==> src/rtl/pipe_hazard_ctrl.sv <==
// Pipeline stall controller: load-use, MDU occupancy and memory-wait hazards,
// plus the multiply/divide busy tracker and a free-running stall-cycle counter.
`timescale 1ns/1ps
module pipe_hazard_ctrl #(
  parameter int MUL_CYCLES = 5,
  parameter int DIV_CYCLES = 10
) (
  input  logic        clk,
  input  logic        rst,
  input  logic [4:0]  id_rs,
  input  logic [4:0]  id_rt,
  input  logic        id_use_rs,
  input  logic        id_use_rt,
  input  logic        ex_is_load,
  input  logic [4:0]  ex_rt,
  input  logic        ex_mdu_op,
  input  logic        ex_mdu_div,
  input  logic        ex_use_hilo,
  input  logic        mem_req,
  input  logic        mem_ready,
  output logic        stall_if,
  output logic        stall_id,
  output logic        stall_ex,
  output logic        stall_mem,
  output logic        stall_wb,
  output logic        pc_hold,
  output logic        mdu_busy,
  output logic        mdu_done,
  output logic [31:0] stall_count
);

  localparam int MAX_CYCLES = (MUL_CYCLES > DIV_CYCLES) ? MUL_CYCLES : DIV_CYCLES;
  localparam int CNT_W      = $clog2(MAX_CYCLES + 1);
  localparam logic [CNT_W-1:0] MUL_LOAD = CNT_W'(MUL_CYCLES);
  localparam logic [CNT_W-1:0] DIV_LOAD = CNT_W'(DIV_CYCLES);
  localparam logic [CNT_W-1:0] CNT_ONE  = CNT_W'(1);

  typedef enum logic {
    IDLE,
    BUSY
  } mdu_state_e;

  mdu_state_e       state_q, state_d;
  logic [CNT_W-1:0] cnt_q, cnt_d;
  logic [31:0]      stall_count_q, stall_count_d;

  logic mem_wait, mdu_hazard, load_use;

  always_comb begin
    mem_wait   = mem_req & ~mem_ready;
    mdu_hazard = (state_q == BUSY) & (ex_mdu_op | ex_use_hilo);
    load_use   = ex_is_load & (ex_rt != 5'd0) &
                 ((id_use_rs & (id_rs == ex_rt)) | (id_use_rt & (id_rt == ex_rt)));
  end

  // Each cause stalls its own stage and everything upstream, so the union of
  // simultaneous causes collapses to the deepest one.
  always_comb begin
    stall_mem = mem_wait;
    stall_ex  = mem_wait | mdu_hazard;
    stall_id  = mem_wait | mdu_hazard | load_use;
    stall_if  = stall_id;
    stall_wb  = 1'b0;
    pc_hold   = stall_if;
  end

  always_comb begin
    state_d  = state_q;
    cnt_d    = cnt_q;
    mdu_done = 1'b0;
    mdu_busy = (state_q == BUSY);
    case (state_q)
      IDLE: begin
        if (ex_mdu_op && !stall_ex) begin
          state_d = BUSY;
          cnt_d   = ex_mdu_div ? DIV_LOAD : MUL_LOAD;
        end
      end
      BUSY: begin
        cnt_d = cnt_q - CNT_ONE;
        if (cnt_q == CNT_ONE) begin
          mdu_done = 1'b1;
          state_d  = IDLE;
        end
      end
      default: state_d = IDLE;
    endcase
  end

  always_comb begin
    stall_count_d = stall_count_q;
    if (stall_if) stall_count_d = stall_count_q + 32'd1;
  end

  always_ff @(posedge clk or posedge rst) begin
    if (rst) begin
      state_q       <= IDLE;
      cnt_q         <= '0;
      stall_count_q <= '0;
    end else begin
      state_q       <= state_d;
      cnt_q         <= cnt_d;
      stall_count_q <= stall_count_d;
    end
  end

  assign stall_count = stall_count_q;

endmodule

==> config.mk <==
export PLATFORM = sky130hd
export DESIGN_NAME = pipe_hazard_ctrl
export DESIGN_NICKNAME = d
export VERILOG_FILES = /design/src/rtl/pipe_hazard_ctrl.sv
export SDC_FILE = /design/constraint.sdc
export NUM_CORES = 1
export LEC_CHECK = 0
export CAP_MARGIN = 20
export CORE_ASPECT_RATIO = 0.5
export CORE_UTILIZATION = 46
export CTS_CLUSTER_SIZE = 16
export DETAILED_ROUTE_END_ITERATION = 6
export PLACE_DENSITY = 0.8
export SKIP_LAST_GASP = 1
export SLEW_MARGIN = 20
export SYNTH_ARGS = -nofsm -noshare
export SYNTH_HDL_FRONTEND = slang
export SYNTH_SLANG_ARGS = --single-unit
==> constraint.sdc <==
create_clock -name clk -period 2.2 [get_ports clk]
set_clock_uncertainty 0.05 [all_clocks]
set_input_delay 0.22 -clock clk [delete_from_list [all_inputs] [get_ports clk]]
set_output_delay 0.22 -clock clk [all_outputs]
set_load 0.01 [all_outputs]
==> results.tsv <==
metric	value	unit
fp.dieH	48.7	um
die_x	95.3	um
cp_max_fo	3	
ir_worst_vdd	0.716	mV
worst_setup_path_end_kind	primary output	
dr.pass1.iters	4	
max_stage_delay	0.55	ns
antenna_found_initial	0	
fillers	310	
path_class	primary input to primary output	
holdCritPathClass	primary input to async pin	
synth_top_family_by_area	simple AND/OR/NAND/NOR gates	
async_reset_ff_frac	1.00	
yosys.area_share.adder	0.0187	
route.detailed.drc	0	
reg2reg_depth	8	
synth_largest_area_cell	dfrtp_1	
htreeDepth	2	
p_leak	1.14	nW
wire_per_inst	14.6	um
power_density	826	mW/mm^2
cts_root_buf	clkbuf_8	
syn_inst	197	
grt_pass1_wl	7510	um
synth.area.mux_share	0.0106	
r2r_start	mdu_busy$_DFF_PP0_	
synthTopCellsByArea	dfrtp_1 (46%), xnor2_1 (17%), nand4_1 (4.4%)	
power	2.32	mW
synth_compound_area_frac	0.0331	
dieArea	0.00464	sq mm
worstPathCellList	clkdlybuf4s50_1 > xnor2_1 > nand4_1 > o22ai_1 > a31o_2 > buf_4 > dlygate4sd2_1	
grt_usage	0.217	
cpMaxStageDelayCell	clkdlybuf4s50_1	
avgSynthCellArea	10.2	sq um
initial_core_util	0.495	
drive_gt1_frac	0.102	
postCtsHoldBufs	0	
finalSetupViolCount	0	
ys_seq_area_frac	0.462	
cap_viol_max_count	0	
via_per_inst	5.24	
synthFlopType	dfrtp_1	
design_area	0.00281	sq mm
cp-startpoint	ex_rt[4]	
synth_area	0.00200	sq mm
dr.first_iter.drc_count	64	
ant_nets	0	
ios	65	
syn-num-nets	225	
fmaxAchievable	0.478	GHz
arrival	1.82	ns
core-area	0.00404	sq mm
ys_seq_elements	37	
crit_path_start_kind	primary input	
cts_buffers	5	
r2r_slack	0.30	ns
yosysWarnings	0	
rsz0062_at_grt	false	
synth.most_common_cell	xnor2_1	
cts_tree	done	
fin_tns_setup	0	ns
num_vias	1673	
worstSetupEndpoint	pc_hold	
area_delta_synth_final	40.4	%
status	complete, no violations	
crit_required	1.93	ns
grt_pass1_vias	1624	
synth_commonest_cells	xnor2_1 (40), dfrtp_1 (37), nand2_1 (19)	
grt_remaining_overflow	0	
ctsLongestPathBuffers	2	
synth_edf_count	0	
slew_viol_final	0	
synth.distinct_cells	38	
place_area	0.00267	sq mm
finalCriticalPeriod	2.09	ns
synth-simple-area-share	0.242	
gp_congestion	0.795	
nNetsFinal	292	
io_buffers	63	
n_antenna_cell	0	
core.rowCount	16	
fin_crit_sh	0.951	
hold_violations	0	
synth.top_cell.area_share	0.462	
clkTransAtPathRegs	0.07	ns
grt_max_degree	33	
synthXorXnorAreaFrac	0.184	
clock_sinks	37	
dpl.hpwl	3370	um
insertion_delay	0.30	ns
drt-total-wl	4660	um
r2r_end	stall_count[31]$_DFFE_PP0P_	
[through the flow]
step	setup WS [ns]	utilization	std cells	hold slack [ns]
floorplan	0.515	-	197	0.350
global placement	-0.0517	0.661	309	0.401
detailed placement	-0.146	0.661	309	0.405
CTS	0.0245	0.694	319	0.0852
global route	0.0254	0.696	319	0.0987
finish	0.107	0.696	319	0.0757
[placed cells by master (no fill, tap or decap), types with 2 or more instances in the layout]
cell	netlist	final
nand2_1	19	19
nor2_1	6	6
and3_1	8	8
clkdlybuf4s50_1	0	60
xnor2_1	40	40
and2_1	2	2
a21oi_1	3	3
dfrtp_1	37	36
o21ai_0	2	2
nand3_1	17	17
nor3_1	6	6
dlygate4sd2_1	0	3
buf_4	3	8
xor2_1	2	2
ha_1	3	3
a211oi_1	2	2
and4_1	2	2
inv_1	6	6
clkbuf_8	1	6
nand4_1	14	14
[where the power goes]
part	total [mW]	internal, mW	switching [mW]
clock network	0.618	0.370	0.249
logic	0.758	0.422	0.337
registers	0.946	0.796	0.149
[flip-flops by register name (all words and copies together) (netlist names)]
name and cells:
cnt_q 4, stall_count 32, mdu_busy 1
[cell type report]
cell class / count / area, sq um / share of cell area
Sequential cell: 37 / 927 / 0.330
Inverter: 6 / 22.5 / 0.00801
Clock buffer: 7 / 86.3 / 0.0307
Multi-Input combinational cell: 143 / 992 / 0.353
Clock inverter: 1 / 30.0 / 0.0107
Tap cell: 54 / 67.6 / 0.0240
Timing Repair Buffer: 71 / 687 / 0.244
[per-layer routing]
layer	GRT usage	routed length [um]
met1	0.264	2070
met4	0.109	97
met2	0.360	2220
met5	0	0
met3	0.0535	282
[repair_timing]
| item | CTS | global route |
|---|---|---|
| pin swaps | 1 | 0 |
| gates cloned | 0 | 0 |
| endpoints found under the setup margin | 4 | 2 |
| buffers inserted | 2 | 0 |
| gates resized for setup | 4 | 2 |
[worst max-delay path, delay by kind of cell]
| kind | cells | cell delay (ns) |
|---|---|---|
| xor gates and xnor gates | 1 | 0.14 |
| and+or+nand+nor | 1 | 0.12 |
| AOI/OAI and AO/OA | 2 | 0.40 |
| buffers and inverters | 3 | 0.95 |
[worst min path at each step]
stage / start / end / slack, ns / cells past startpoint
2_1_floorplan: rst / cnt_q[0]$_DFFE_PP0P_ / 0.35 / 1
3_3_place_gp: rst / cnt_q[0]$_DFFE_PP0P_ / 0.40 / 2
3_5_place_dp: rst / cnt_q[0]$_DFFE_PP0P_ / 0.41 / 2
4_1_cts: rst / cnt_q[2]$_DFFE_PP0P_ / 0.09 / 2
5_1_grt: rst / cnt_q[0]$_DFFE_PP0P_ / 0.1 / 2
6_report: rst / cnt_q[2]$_DFFE_PP0P_ / 0.08 / 2
[logic make-up (layout without fill, tap and decap cells)]
kind of cell               after synthesis  count (layout)
adders and majority gates                3               3
DFF                                     37              37
AOI/OAI and AO/OA                       10              10
buffers and inverters                   17              85
xor gates and xnor gates                42              42
other                                    1               1
muxes                                    2               2
and+or+nand+nor                         85              85
No activity file was read; power rests on OpenSTA's default activity.
